[src/rtl/led_chaser_seq.sv]
// led_chaser_seq -- one-hot 4-LED chaser driven by debounced button pulses.
//
// Mode A bounces 0-1-2-3-2-1-0; mode B rotates 0-1-2-3-0. Each position is
// held for CLK_HZ*FAST_S or CLK_HZ*SLOW_S clock cycles, depending on speed.
//
// Ports:
//   clk         system clock
//   rst         asynchronous active-high reset
//   mode_pulse  1-cycle pulse: toggle mode A/B, restart pattern at LED0
//   speed_pulse 1-cycle pulse: toggle fast/slow, restart the step timer
//   pause_pulse 1-cycle pulse: toggle run/paused (timer holds while paused)
//   leds        registered one-hot LED drive
//   step_tick   registered, high one cycle per position advance
//   mode_b      registered, 0 = mode A (bounce), 1 = mode B (rotate)
//   speed_slow  registered, 0 = fast, 1 = slow
//   paused      registered, 1 = advancing frozen
module led_chaser_seq #(
  parameter int CLK_HZ = 125000000,
  parameter int FAST_S = 1,
  parameter int SLOW_S = 3
) (
  input  logic       clk,
  input  logic       rst,
  input  logic       mode_pulse,
  input  logic       speed_pulse,
  input  logic       pause_pulse,
  output logic [3:0] leds,
  output logic       step_tick,
  output logic       mode_b,
  output logic       speed_slow,
  output logic       paused
);

  localparam int SLOW_CYC = CLK_HZ * SLOW_S;
  localparam int FAST_CYC = CLK_HZ * FAST_S;
  // Guard against a zero-width counter for degenerate tiny periods.
  localparam int CW = (SLOW_CYC > 1) ? $clog2(SLOW_CYC) : 1;
  localparam logic [CW-1:0] TC_FAST = CW'(FAST_CYC - 1);
  localparam logic [CW-1:0] TC_SLOW = CW'(SLOW_CYC - 1);

  typedef enum logic {DIR_UP = 1'b0, DIR_DOWN = 1'b1} dir_t;

  logic [CW-1:0] cnt;
  logic [1:0]    pos;
  dir_t          dir;

  logic [CW-1:0] tc;
  logic          at_tc;
  logic [1:0]    nxt_pos;
  dir_t          nxt_dir;

  assign tc    = speed_slow ? TC_SLOW : TC_FAST;
  assign at_tc = (cnt == tc);

  // Next position/direction for an advance in the current mode.
  always_comb begin
    nxt_pos = pos + 2'd1;
    nxt_dir = DIR_UP;
    if (!mode_b) begin
      if (dir == DIR_UP) begin
        nxt_pos = pos + 2'd1;
        nxt_dir = (nxt_pos == 2'd3) ? DIR_DOWN : DIR_UP;
      end else begin
        nxt_pos = pos - 2'd1;
        nxt_dir = (nxt_pos == 2'd0) ? DIR_UP : DIR_DOWN;
      end
    end
  end

  always_ff @(posedge clk or posedge rst) begin
    if (rst) begin
      cnt        <= '0;
      pos        <= 2'd0;
      dir        <= DIR_UP;
      leds       <= 4'b0001;
      step_tick  <= 1'b0;
      mode_b     <= 1'b0;
      speed_slow <= 1'b0;
      paused     <= 1'b0;
    end else begin
      step_tick <= 1'b0;

      if (pause_pulse) paused <= ~paused;

      if (mode_pulse || speed_pulse) begin
        // A restart wins over a terminal-count step in the same cycle.
        cnt <= '0;
        if (mode_pulse) begin
          mode_b <= ~mode_b;
          pos    <= 2'd0;
          dir    <= DIR_UP;
          leds   <= 4'b0001;
        end
        if (speed_pulse) speed_slow <= ~speed_slow;
      end else if (!paused) begin
        // Uses the pre-toggle paused value, so a pause pulse landing on
        // the terminal count still lets this step through.
        if (at_tc) begin
          cnt       <= '0;
          pos       <= nxt_pos;
          dir       <= nxt_dir;
          leds      <= 4'b0001 << nxt_pos;
          step_tick <= 1'b1;
        end else begin
          cnt <= cnt + CW'(1);
        end
      end
    end
  end

endmodule

[config.mk]
export PLATFORM = sky130hd
export DESIGN_NAME = led_chaser_seq
export DESIGN_NICKNAME = d
export VERILOG_FILES = /design/src/rtl/led_chaser_seq.sv
export SDC_FILE = /design/constraint.sdc
export NUM_CORES = 1
export LEC_CHECK = 0
export BUFFER_PORTS_ARGS = -buffer_cell sky130_fd_sc_hd__clkbuf_2
export CAP_MARGIN = 20
export CORE_ASPECT_RATIO = 0.8
export CORE_MARGIN = 1.5
export CORE_UTILIZATION = 25
export DETAILED_ROUTE_END_ITERATION = 12
export SYNTH_ARGS = -nofsm -noshare
export SYNTH_HDL_FRONTEND = slang
export SYNTH_SLANG_ARGS = --single-unit
export TNS_END_PERCENT = 50
[constraint.sdc]
create_clock -name clk -period 3.88 [get_ports clk]
set_input_delay 0.194 -clock clk [delete_from_list [all_inputs] [get_ports clk]]
set_output_delay 0.194 -clock clk [all_outputs]
set_load 0.03 [all_outputs]
==> impl_metrics.json, run 1 <==
{
  "tightest_slew_ps": 668,
  "wl_per_cell_microns": 15.8,
  "finalCriticalPeriod_ps": 2320,
  "timing.final.crit_share_pct": 59.9,
  "initial_core_util_pct": 26.3,
  "cp_max_fo": 8,
  "synth_cell_types": 51,
  "fmax_mhz": 430,
  "dieWidth_microns": 113,
  "cts_buffer_depth": 2,
  "ios": 13,
  "grt_max_degree": 41,
  "fp.dieH_microns": 91.2,
  "dp_slack_ps": 1530,
  "grt_pass1_wl_microns": 10300,
  "syn_area_sq_um": 2430,
  "core_area_sq_um": 9230,
  "synth_flop_cell": "dfrtp_1",
  "antenna_left": 0,
  "crit_type": "flip-flop to flip-flop",
  "htree_levels": 2,
  "ys_seq_area_share_pct": 41.2,
  "area_growth_pct": 13.3,
  "yosys.area.top_type_share_pct": 40.1,
  "fp-row-count": 31,
  "rsz0062_at_grt": "no",
  "cts-root-buf": "clkbuf_16",
  "worst-path-buf-inv": 0,
  "synth_top_area_cell": "dfrtp_1",
  "synth.area.top_cells": "dfrtp_1, a211oi_1, or4_1, o31ai_1, xnor2_1",
  "async_reset_ff_share_pct": 100,
  "critPathTopFamily": "compound AO/OA/AOI/OAI gates",
  "slew_viol_final": 0,
  "cp.required_ps": 4050,
  "cts_setup_buffers": 0,
  "drc": 0,
  "cp-end-kind": "flip-flop",
  "track_usage_pct": 12.3,
  "post_cts_resized": 0,
  "clkLatencyLatePin_ps": 280,
  "synth_cells": 247,
  "cts_tree": "done",
  "yosysWarnings": 0,
  "skew_ps": 3.62,
  "drive_gt1_share_pct": 15.4,
  "hpwl_microns": 4070,
  "numPlacedInstances": 365,
  "cts.clk_slew.worst_paths_ps": 60,
  "relSlewSlack_pct": 55.1,
  "antennaDiodeCount": 0,
  "synth_edf_count": 0,
  "die-area_sq_um": 10300,
  "gp_congestion": 0.824,
  "ir_worst_vdd_uv": 131,
  "hold_viol_final": 0,
  "cp.arrival_ps": 2490,
  "worst_path_max_delay_cell": "a2111oi_4",
  "maxCapViolCount": 0,
  "synthesis.nets": 255,
  "ys_ff_latch": 40,
  "cts_sinks": 40,
  "viasPerCell": 5.51,
  "stdcell_count": 374,
  "grt.overflow.total": 0,
  "avgSynthCellArea_sq_um": 9.84,
  "power.leakage_nw": 0.946,
  "tns_ps": 0,
  "slowest_delay_ps": 660,
  "total_power_mw": 0.993,
  "dr.pass1.iters": 4,
  "setup_slack_ps": 1560,
  "routed_wl_microns": 5930,
  "via_count": 2059,
  "port_buffers": 12,
  "ctsHoldBuffers": 0,
  "cts_inserted_buffers": 5,
  "crit_chain": "ha_1 > nand4_2 > or3_1 > a2111oi_4 > mux2_4",
  "critPathLaunchType": "flip-flop",
  "final_nets": 266,
  "status": "finished, final reports clean",
  "hp-class": "input port to asynchronous set/reset pin",
  "finalSetupViolCount": 0,
  "grt_pass1_vias": 1984,
  "final_util_pct": 29.8,
  "powerDensity_nw_per_um2": 361,
  "antenna_found_initial": 0,
  "dr.first_iter.drc_count": 163
}
==> per-layer routing <==
| layer | GRT usage (%) | vias up | wire, microns |
|---|---|---|---|
| li1 | - | 984 | - |
| met5 | 0 | - | 0 |
| met2 | 18.4 | 35 | 2550 |
| met1 | 18.2 | 1035 | 3100 |
| met4 | 1.88 | 0 | 31 |
| met3 | 3.20 | 5 | 238 |
==> logic make-up (layout without fill, tap and decap cells) <==
group | Yosys count | after routing | synth area share, %
AOI/OAI and AO/OA | 47 | 47 | 14.8
xor gates and xnor gates | 12 | 12 | 4.32
adders and majority gates | 3 | 3 | 1.54
buffers and inverters | 20 | 32 | 3.86
DFF | 40 | 40 | 41.2
muxes | 7 | 7 | 3.09
and+or+nand+nor | 118 | 118 | 31.2
==> worst min-delay path: cells and delay by family <==
kind / cells / cell delay (ps)
buffers and inverters: 3 / 550
==> per-stage QoR <==
stage	hold slack, ps	area, sq um
3_3_place_gp	333	2600
2_1_floorplan	281	2430
5_1_grt	87.4	2750
4_1_cts	51.2	2750
6_report	22.4	2750
3_5_place_dp	348	2600
==> sequential cells by signal (all words and copies together), names as in the netlist <==
signal      flops
dir             1
leds            4
pos             2
speed_slow      1
paused          1
step_tick       1
mode_b          1
cnt            29
==> power by group <==
part | internal [mW] | switching [mW] | leakage, nW | total [mW]
clock | 0.253 | 0.161 | 0.0766 | 0.414
combinational | 0.0348 | 0.0693 | 0.322 | 0.104
sequential | 0.436 | 0.0386 | 0.548 | 0.475
==> path summary, 6_finish.rpt <==
path | from | end | slack (ps) | cells past startpoint
max in group asynchronous | rst | leds[0] | 3490 | 3
setup / recovery | cnt[0] | pos[0] | 1560 | 5
setup reg to reg | cnt[0] | pos[0] | 1560 | 5
hold / removal | rst | cnt[19] | 20 | 3
hold reg to reg | leds[0] | leds[0] | 540 | 2
min in group clk | pause_pulse | paused | 90 | 2
==> synthesized netlist by cell type (all sizes together), types with 2 or more instances <==
cell    number
o31ai       11
nor2        10
or2          3
xnor2        8
ha           3
nor3         9
dfrtp       39
nand4        9
a21oi        2
o211ai       2
and4b        4
and4         2
nand2       12
or4         16
clkbuf       7
nor4         5
nand3       11
xor2         4
mux2i        6
nor4bb       2
and3         3
nand2b       8
inv          8
buf          5
nor3b        4
a211oi      16
or3         11
o21ai        7
nor4b        4
==> layout by cell type (no fill, tap or decap), types with 2 or more instances in the layout <==
master	Yosys	routed
inv_1	8	8
o21ai_0	7	7
or3_1	10	10
or4_1	14	14
ha_1	3	3
nand4_1	8	8
nor3_1	9	9
nand2b_1	7	7
mux2i_1	6	6
and4b_1	4	4
dfrtp_1	39	39
or4_4	2	2
o211ai_1	2	2
nor4_1	5	4
a21oi_1	2	2
or2_2	3	3
clkinv_2	0	2
clkbuf_16	0	5
a211oi_1	16	16
and3_1	3	3
nor4b_1	4	4
nand2_1	12	12
nor2_1	10	10
nor3b_1	4	4
nor4bb_1	2	2
nand3_1	11	11
xnor2_1	8	8
buf_4	0	3
xor2_1	4	4
o31ai_1	11	11
clkbuf_2	0	12
==> area by class of cell <==
class                   count  area, sq um
clock buffers               6          139
inverters                   8         30.0
repair buffers             16         87.6
fillers                   966         6480
clock inverters             2         10.0
multi-input cells         187         1340
flip-flops and latches     40         1000
well taps                 115          144
Note: power is estimated with default switching activity, not from simulation.
==> run 2, diff against run 1 <==
clock period = 2.3 ns   (was 3.88 ns; I/O delays follow)
==> run 2 against run 1 <==
Compared with the run above: largest cell class unchanged; sequential power up 63%; design area up 3.4%; critical path depth unchanged; sequential cell count unchanged; clock power up 95%; non-clock buffer count up 9; worst hold slack better by 96 ps; die area unchanged.
==> impl_metrics.json, run 2 (synthesis results as in run 1) <==
{
  "ctsHoldBuffers": 2,
  "slowest_delay_ps": 590,
  "fp-row-count": 31,
  "via_count": 2073,
  "clkLatencyLatePin_ps": 290,
  "finalSetupViolCount": 0,
  "antenna_found_initial": 0,
  "layout_common_cells": "dfrtp_1, a211oi_1, or4_1, nand2_1, clkbuf_2",
  "gp_congestion": 0.817,
  "port_buffers": 12,
  "tightest_slew_ps": 634,
  "status": "finished, final reports clean",
  "cts_sinks": 40,
  "ir_worst_vdd_uv": 233,
  "drc": 0,
  "maxCapViolCount": 0,
  "min_to": "speed_slow",
  "hold_viol_final": 0,
  "post_cts_resized": 0,
  "finalCriticalPeriod_ps": 2100,
  "r2r_start": "cnt[0]",
  "relSlewSlack_pct": 57.3,
  "tns_ps": 0,
  "area_growth_pct": 17.1,
  "wl_per_cell_microns": 15.3,
  "worst_path_max_delay_cell": "or4_1",
  "skew_ps": 8.61,
  "rsz0062_at_grt": "no",
  "slew_viol_final": 0,
  "dieWidth_microns": 113,
  "place_area_sq_um": 2660,
  "final_nets": 275,
  "cts_buffer_depth": 2,
  "core_area_sq_um": 9230,
  "hold_path_depth": 2,
  "cp.arrival_ps": 2290,
  "cp_max_fo": 8,
  "cts-root-buf": "clkbuf_16",
  "hpwl_microns": 4030,
  "grt.overflow.total": 0,
  "dr.first_iter.drc_count": 219,
  "reg.largest.list": "cnt (29), leds (4), pos (2)",
  "critPathLaunchType": "flip-flop",
  "routed_wl_microns": 5840,
  "cp-end-kind": "flip-flop",
  "grt_pass1_wl_microns": 9920,
  "fmax_mhz": 476,
  "grt_pass1_vias": 1892,
  "rr_endpoint": "cnt[26]",
  "antennaDiodeCount": 0,
  "dr.pass1.iters": 4,
  "layout_commonest_cell": "dfrtp_1",
  "powerDensity_nw_per_um2": 632,
  "cts_setup_buffers": 0,
  "antenna_left": 0,
  "crit_chain": "ha_1 > nand4_2 > or4_1 > or4_1 > a211oi_1",
  "power.leakage_nw": 0.993,
  "cts.clk_slew.worst_paths_ps": 70,
  "design_area_sq_um": 2850,
  "timing.final.crit_share_pct": 91.3,
  "ios": 13,
  "cp_common_cell": "or4_1",
  "worst-path-buf-inv": 0,
  "crit_type": "flip-flop to flip-flop",
  "drive_gt1_share_pct": 17.5,
  "viasPerCell": 5.41,
  "hp-class": "input port to flip-flop",
  "grt_max_degree": 41,
  "cts_inserted_buffers": 5,
  "rr_worst_depth": 5,
  "critPathTopFamily": "simple AND/OR/NAND/NOR gates",
  "cts_tree": "done",
  "largest_register": "cnt",
  "largest_reg_flops": 29,
  "track_usage_pct": 12.0,
  "fp.dieH_microns": 91.2,
  "die-area_sq_um": 10300,
  "initial_core_util_pct": 26.3,
  "htree_levels": 2,
  "cp.required_ps": 2500,
  "regToRegSetupSlack_ps": 200,
  "hp-start": "speed_pulse"
}
==> run 2: changes by cell type in the layout (fill, tap and decap cells not counted), sizes merged <==
cell	delta
dlygate4sd3	+2
clkinvlp	+1
clkbuf	-1
buf	+7
clkinv	-1
bufinv	+1
==> run 2: worst max path at each step <==
stage              end        from  cells after the start
6_report       cnt[26]      cnt[0]                      5
5_1_grt        cnt[20]      cnt[0]                      5
4_1_cts        cnt[26]      cnt[0]                      5
3_5_place_dp       dir      cnt[0]                      6
3_3_place_gp   cnt[26]      cnt[0]                      5
2_1_floorplan   pos[0]  speed_slow                      3
==> run 2: layout make-up <==
type                       count  area [sq um]
fill                         955          6380
inverter                       8          30.0
clock inverter                 3          42.5
multi-input combinational    187          1340
timing repair buffer          25           163
clock buffer                   5           125
tap                          115           144
sequential                    40          1000
==> run 2: worst reg2reg max path, delay by kind of cell, from the launching register on <==
family	cells	cell delay [ps]
AO/OA/AOI/OAI	1	230
adder cells (fa/ha/maj)	1	190
flip-flops	1	380
AND/OR/NAND/NOR	3	1210
==> run 2: per-stage QoR <==
step	setup slack [ps]	power [mW]	util, %	hold slack, ps	std cells
5_1_grt	35.2	1.87	30.8	123	383
3_3_place_gp	266	1.00	28.8	254	373
3_5_place_dp	191	1.00	28.8	262	373
2_1_floorplan	147	0.919	-	202	247
6_report	200	1.80	30.8	119	383
4_1_cts	207	1.82	30.8	105	383
==> run 2: per-layer routing <==
metal	wire [microns]	global-route usage (%)	up-vias
met1	3020	17.8	1030
met2	2480	17.0	34
met4	56	3.13	0
met3	282	3.47	6
met5	0	0	-
li1	-	-	1003
==> run 2: power breakdown <==
| group | internal [mW] | leakage [nW] | total [mW] | switching, mW |
|---|---|---|---|---|
| clock | 0.510 | 0.0798 | 0.807 | 0.297 |
| combinational | 0.0762 | 0.365 | 0.216 | 0.139 |
| sequential | 0.735 | 0.548 | 0.776 | 0.0405 |
